## config.mk

```make
export PLATFORM = sky130hd
export DESIGN_NAME = icache
export DESIGN_NICKNAME = d
export VERILOG_FILES = /design/src/rtl/icache.sv
export SDC_FILE = /design/constraint.sdc
export NUM_CORES = 2
export LEC_CHECK = 0
export CAP_MARGIN = 20
export CORE_ASPECT_RATIO = 1.4
export CORE_MARGIN = 2
export CORE_UTILIZATION = 40
export DETAILED_ROUTE_END_ITERATION = 7
export PLACE_DENSITY_LB_ADDON = 0.3
export SLEW_MARGIN = 20
export SYNTH_ARGS = -nofsm -noshare
export SYNTH_HDL_FRONTEND = slang
export SYNTH_SLANG_ARGS = --single-unit
```

## constraint.sdc

```tcl
create_clock -name clk_in -period 4.85 [get_ports clk_in]
set_input_delay 0.485 -clock clk_in [delete_from_list [all_inputs] [get_ports clk_in]]
set_output_delay 0.485 -clock clk_in [all_outputs]
set_load 0.05 [all_outputs]
```

## src/rtl/icache.sv

```systemverilog
// Direct-mapped instruction cache, one word per line; hit answers 1 cycle after the request, miss after memctrl latency + 1.
// rdy_in=0 freezes state, arrays and outputs; clear aborts any fetch at once. ICACHE_PERF_EN adds hit/miss counters.
module icache #(
   parameter int INDEX_BITS = 6
) (
   input  logic        clk_in,
   input  logic        rst_in,
   input  logic        rdy_in,
   input  logic        clear,
   input  logic        if_enable,
   input  logic [31:0] if_addr,
   output logic        inst_ready,
   output logic [31:0] inst,
   output logic        mc_if_enable,
   output logic [31:0] mc_inst_addr,
   input  logic        mc_if_ready,
   input  logic [31:0] mc_inst
`ifdef ICACHE_PERF_EN
   ,
   output logic [31:0] hit_cnt,
   output logic [31:0] miss_cnt
`endif
);
   localparam int LINES    = 1 << INDEX_BITS;
   localparam int TAG_BITS = 30 - INDEX_BITS;

   typedef enum logic [1:0] {IDLE, MISS, RESP} state_t;

   state_t                state_q, state_d;
   logic                  inst_ready_q, inst_ready_d;
   logic [31:0]           inst_q, inst_d;
   logic                  mc_en_q, mc_en_d;
   logic [31:0]           mc_addr_q, mc_addr_d;
   logic [LINES-1:0]      valid_q, valid_d;
   logic [TAG_BITS-1:0]   tag_q  [LINES];
   logic [31:0]           data_q [LINES];

   logic [INDEX_BITS-1:0] req_idx, fill_idx;
   logic [TAG_BITS-1:0]   req_tag, fill_tag;
   logic                  lookup_hit, fill_we;

   assign req_idx    = if_addr[INDEX_BITS+1:2];
   assign req_tag    = if_addr[31:INDEX_BITS+2];
   assign fill_idx   = mc_addr_q[INDEX_BITS+1:2];
   assign fill_tag   = mc_addr_q[31:INDEX_BITS+2];
   assign lookup_hit = valid_q[req_idx] && (tag_q[req_idx] == req_tag);

   always_comb begin
      state_d      = state_q;
      inst_ready_d = inst_ready_q;
      inst_d       = inst_q;
      mc_en_d      = mc_en_q;
      mc_addr_d    = mc_addr_q;
      valid_d      = valid_q;
      fill_we      = 1'b0;
      if (clear) begin
         state_d      = IDLE;
         inst_ready_d = 1'b0;
         mc_en_d      = 1'b0;
      end else if (rdy_in) begin
         case (state_q)
            IDLE: begin
               if (if_enable) begin
                  mc_addr_d = if_addr & 32'hFFFF_FFFC;
                  if (lookup_hit) begin
                     inst_d       = data_q[req_idx];
                     inst_ready_d = 1'b1;
                     state_d      = RESP;
                  end else begin
                     mc_en_d = 1'b1;
                     state_d = MISS;
                  end
               end
            end
            MISS: begin
               // if_enable is deliberately ignored here: a started fill always completes
               if (mc_if_ready) begin
                  fill_we           = 1'b1;
                  valid_d[fill_idx] = 1'b1;
                  inst_d            = mc_inst;
                  inst_ready_d      = 1'b1;
                  mc_en_d           = 1'b0;
                  state_d           = RESP;
               end
            end
            RESP: begin
               inst_ready_d = 1'b0;
               state_d      = IDLE;
            end
            default: state_d = IDLE;
         endcase
      end
   end

   always_ff @(posedge clk_in or posedge rst_in) begin
      if (rst_in) begin
         state_q      <= IDLE;
         inst_ready_q <= 1'b0;
         inst_q       <= '0;
         mc_en_q      <= 1'b0;
         mc_addr_q    <= '0;
         valid_q      <= '0;
      end else begin
         state_q      <= state_d;
         inst_ready_q <= inst_ready_d;
         inst_q       <= inst_d;
         mc_en_q      <= mc_en_d;
         mc_addr_q    <= mc_addr_d;
         valid_q      <= valid_d;
      end
   end

   always_ff @(posedge clk_in) begin
      if (fill_we) begin
         tag_q[fill_idx]  <= fill_tag;
         data_q[fill_idx] <= mc_inst;
      end
   end

   // clear must silence the handshakes in the very cycle it is raised
   assign inst_ready   = inst_ready_q & ~clear;
   assign mc_if_enable = mc_en_q & ~clear;
   assign inst         = inst_q;
   assign mc_inst_addr = mc_addr_q;

`ifdef ICACHE_PERF_EN
   logic [31:0] hit_cnt_q, hit_cnt_d, miss_cnt_q, miss_cnt_d;
   logic        lookup_evt;

   assign lookup_evt = (state_q == IDLE) && rdy_in && !clear && if_enable;

   always_comb begin
      hit_cnt_d  = hit_cnt_q + {31'd0, lookup_evt && lookup_hit};
      miss_cnt_d = miss_cnt_q + {31'd0, lookup_evt && !lookup_hit};
   end

   always_ff @(posedge clk_in or posedge rst_in) begin
      if (rst_in) begin
         hit_cnt_q  <= '0;
         miss_cnt_q <= '0;
      end else begin
         hit_cnt_q  <= hit_cnt_d;
         miss_cnt_q <= miss_cnt_d;
      end
   end

   assign hit_cnt  = hit_cnt_q;
   assign miss_cnt = miss_cnt_q;
`endif
endmodule
```

* Yosys cells after proc, flatten, opt, wreduce, memory -nomap -nowiden
Memory sizes are Yosys's and may differ from the RTL's. Cells that the tools add are included.
Storage, ports and cells: memories 2, bits in latches 0, input bits 70, register bits after elaboration 130, RAM bits 3584, output and inout bits 66, memory bits (read-only) 0, word-level logic and storage cells 70
Cells by class: shifts and indexed selects 0, reductions and logical operators 13, divide/modulo/power cells 0, bitwise operators 4, magnitude comparators 3, multiply operators 0, add/subtract/negate cells 0, equality and inequality tests 10, mux-type cells 32
Memories:
- data_q | words 64, width 32, read ports 1, clocked after Yosys merged registers in 0, wr ports 1, line 36 | logic [31:0] data_q [LINES];
- tag_q | words 64, width 24, read ports 1, clocked after Yosys merged registers in 0, wr ports 1, line 35 | logic [TAG_BITS-1:0] tag_q [LINES];
Operators by type and width (number):
- 2-to-1 mux 32 bit | 3
- bitwise OR 64 bit | 1
- case mux 32 bit (2 select lines) | 1
- == test 24 bit | 1
- 2-to-1 mux 1 bit | 18
- < comparator 6 x 7 -> 1 bit, second input constant | 2
- inequality test 3 bit, second input constant | 4
- 2-to-1 mux 2 bit | 5
- AND reduction 5 bit | 2
- AND reduction 4 bit | 2
- binary-select mux 1 bit (select 6 bit) | 1
- demux 1 bit (select 6 bit) | 1
- >= comparator 6 x 1 -> 1 bit, second input constant | 1
- inequality test 2 bit, second input constant | 3
- AND reduction 6 bit | 1
- case mux 2 bit (2 select lines) | 1
- nonzero test 2 bit | 2
- nonzero test 4 bit | 1
- case mux 1 bit (3 select lines) | 1
- AND reduction 3 bit | 1
- nonzero test 3 bit | 1
- bitwise AND 1 bit | 2
- == test 2 x 1 -> 1 bit, second input constant | 1
- == test 2 bit, second input constant | 1
- 4 further kinds | 5

* Logic depth before layout (Yosys ltp)
depth in word-level cells 8, mapped depth 18, depth with buffers taken out 10

* Worst setup path before layout
OpenSTA, ideal clock, no wires.
kind register to register, start point register mc_addr_q[3], in the netlist mc_inst_addr[3], end point memory data_q[58][0], enable pin, path slack 480 ps, path buffers 2, required time 4379 ps, cell stages (with the launch flop) 5, setup time 471 ps, arrival time 3898 ps, clock period less this slack 4370 ps, path through dfrtp_1 -> clkbuf_1 -> or3b_2 -> clkbuf_1 -> nor2_1
RTL lines:
- start: declaration | line 33 | logic [31:0] mc_addr_q, mc_addr_d;
- start signal: assignment | line 108 | mc_addr_q <= mc_addr_d;
- end: declaration | line 36
No word-level cell before the write port.

* Worst setup path after layout
start point memory tag_q[47][21] (netlist bit), end point register inst_q[15], in the netlist inst[15]
On the way: cells in the longest elaborated chain, start to end 5
RTL lines:
- start: declaration | line 35
- memory read (64 x 24 bit)
- == test 24 bit | line 46 | assign lookup_hit = valid_q[req_idx] && (tag_q[req_idx] == req_tag);
- logical AND 1 bit | line 46
- inequality test 2 bit (no source line)
- AND reduction 6 bit (no source line)
- end signal: assignment | line 106 | inst_q <= inst_d;
- end: declaration | line 31 | logic [31:0] inst_q, inst_d;
Every way passes these cells. A chain may end at the register's enable or synchronous reset.

==> flow_metrics.env <==
export IMPL_tightest_slew_ps=1180
export IMPL_rows=259
export IMPL_yosys_top_cells_area="edfxtp_1 75%, mux4_2 15%, dfrtp_1 2.3%, mux2i_1 1.7%, a22oi_1 0.48%"
export IMPL_io_buffers=131
export IMPL_ir_worst_vdd_uv=285
export IMPL_grt_pass1_wl_um=589000
export IMPL_critPathArrivalTime_ps=5590
export IMPL_dpl_cell_area_mm2=0.154
export IMPL_async_flop_share_pct=3.50
export IMPL_setup_tns_ps=0
export IMPL_drive_above_1_share_pct=30.3
export IMPL_ff2ff_setup_slack_ps=30
export IMPL_syn_avg_cell_area_um2=23.0
export IMPL_final_cell_area_mm2=0.165
export IMPL_routabilityCongestion=0.826
export IMPL_post_drt_wl_per_cell_um=36.5
export IMPL_cap_viol_max_count=0
export IMPL_reg2reg_from="tag_q[47][21]"
export IMPL_clk_latency_ps=950
export IMPL_fmax_mhz=208
export IMPL_path_class="flip-flop to flip-flop"
export IMPL_cts_root_buffer="clkbuf_16"
export IMPL_cts_sinks=3714
export IMPL_powerDensity_mw_per_mm2=421
export IMPL_synth_area_mm2=0.143
export IMPL_yosysTopAreaCell="edfxtp_1"
export IMPL_ys_ff_latch=3714
export IMPL_relSlewSlack_pct=20.9
export IMPL_status="complete, no violations"
export IMPL_drc=0
export IMPL_ys_flop_type="edfxtp_1"
export IMPL_finalHoldViolCount=0
export IMPL_path_clk_slew_ps=60
export IMPL_drt_total_wl_um=430000
export IMPL_track_usage_pct=23.6
export IMPL_grt_max_degree=116
export IMPL_dr_pass1_iters=7
export IMPL_whs_ps=36.9
export IMPL_cp_max_fo=7
export IMPL_nets=6863
export IMPL_grt_pass1_vias=71800
export IMPL_synth_top_area_share_pct=75.5
export IMPL_cts_buffers=351
export IMPL_antenna_found_initial=21
export IMPL_die_w_um=509
export IMPL_cts_tree="yes"
export IMPL_synthCells=6197
export IMPL_layout_common_cells="3584 x edfxtp_1, 965 x mux4_2, 359 x clkbuf_16, 280 x buf_4, 248 x mux2i_1"
export IMPL_initial_core_util_pct=40.1
export IMPL_drt_vias_per_instance=6.07
export IMPL_synth_edff_count=3584
export IMPL_die_area_mm2=0.361
export IMPL_end_kind="flip-flop"
export IMPL_crit_path_start_kind="flip-flop"
export IMPL_r2r_cells=12
export IMPL_postCtsSetupBuffers=0
export IMPL_core_area_mm2=0.355
export IMPL_vias=71500
export IMPL_grt_ovfl_total=0
export IMPL_worstPathRequired_ps=5620
export IMPL_hold_class="primary input to asynchronous set/reset pin"
export IMPL_ctsHtreeMaxLevel=5
export IMPL_synth_warnings=0
export IMPL_final_common_cell="edfxtp_1"
export IMPL_synth_seq_area_share_pct=77.8
export IMPL_skew_ps=76.2
export IMPL_setup_violations=0
export IMPL_synth_cell_types=70
export IMPL_final_max_slew_viol_count=0
export IMPL_io_pins=136
export IMPL_layout_min_cycle_time_ps=4820
export IMPL_die_y_um=710
export IMPL_cp_startpoint="tag_q[47][21]"
export IMPL_postRouteAntennaNets=0
export IMPL_p_leak_nw=52.5
export IMPL_dr_first_iter_drc_count=8951
export IMPL_fin_crit_sh_pct=99.3
export IMPL_clock_path_buffers=4
export IMPL_grt_setup_unrepaired="no"
export IMPL_syn2layout_area_growth_pct=16.0
export IMPL_hpwl_um=244000
==> cells by family (layout without fill, tap and decap cells) <==
group	count (synthesis)	in the layout	share of synthesized area, %
buffers and inverters	348	1218	1.11
other	1	6	0.00263
AND/OR/NAND/NOR	470	470	1.69
multiplexers	1271	1271	17.4
XOR/XNOR	21	21	0.129
flip-flops	3714	3714	77.8
AO/OA/AOI/OAI	372	372	1.84
==> layer usage <==
layer	up-vias	global-route usage, %	wire length (um)
met5	-	0	55
met4	8	9.03	19200
met3	787	3.68	34100
met2	3682	40.6	219000
met1	39400	30.0	157000
li1	27600	-	-
==> synth_stat cells, types with 14 or more instances <==
library cell / number
a22oi_1: 91
a32oi_1: 14
or2_2: 70
mux2_2: 53
nand3_1: 37
a221oi_1: 21
nand2_1: 103
edfxtp_1: 3584
a31oi_1: 40
buf_1: 97
nor2b_1: 25
clkbuf_1: 121
mux2i_1: 248
o22ai_1: 40
mux4_2: 965
dfrtp_1: 130
nor2_1: 113
nand4_1: 21
buf_4: 29
a21oi_1: 56
buf_2: 76
o21ai_0: 27
==> where the power goes <==
part	total, mW	switching [mW]	internal, mW	leakage (nW)
combinational	5.22	3.48	1.74	13.2
clock	27.3	12.0	15.3	5.42
sequential	37.1	0.628	36.4	33.9
==> flip-flops by register name (all words and copies together) (netlist names) <==
name	count
data_q	2048
inst	32
inst_ready_q	1
mc_en_q	1
mc_inst_addr	30
state_q	2
tag_q	1536
valid_q	64
==> layout make-up <==
class	instances	area [um^2]
inverter	15	73.8
tap	4698	5880
clock inverter	168	1720
multi-input combinational	2136	30600
clock buffer	460	9460
timing repair buffer	575	6610
fill	29100	190000
antenna	4	10.0
sequential	3714	111000
==> path summary, 6_finish.rpt <==
check	endpoint
worst min register to register	valid_q[19]
min in group clk_in	data_q[34][12]
worst max register to register	inst[15]
worst min-delay path	mc_inst_addr[23]
worst max-delay path	inst[15]
max in group asynchronous	valid_q[37]
==> stage by stage <==
stage                     setup WS [ps]  power (mW)  util, %  cells
after CTS                           118        70.0     46.5  11800
final                              31.9        69.6     46.5  11800
after global placement             -541        42.8     43.4  11100
after global routing               98.4        71.4     46.5  11800
after floorplan                     480        40.4        -   6198
after detailed placement           -434        43.0     43.4  11100
==> what timing repair did <==
item / 4_1_cts / 5_1_grt
hold buffers: 1 / 2
hold endpoints to repair: 8 / 27
gates resized for setup: 0 / 1
endpoints found under the setup margin: 0 / 5
==> worst max-delay path, stage by stage, from the launching register on <==
cell and delay, ps:
edfxtp_1 360, mux4_2 490, o211ai_1 310, o21ai_1 180, a32o_1 310, or4_1 530, nor4_1 580, nand4_1 310
buf_4 240, o41ai_4 480, buf_12 230, nand2_2 210, mux2_1 390
Note: power is estimated with default switching activity, not from simulation.
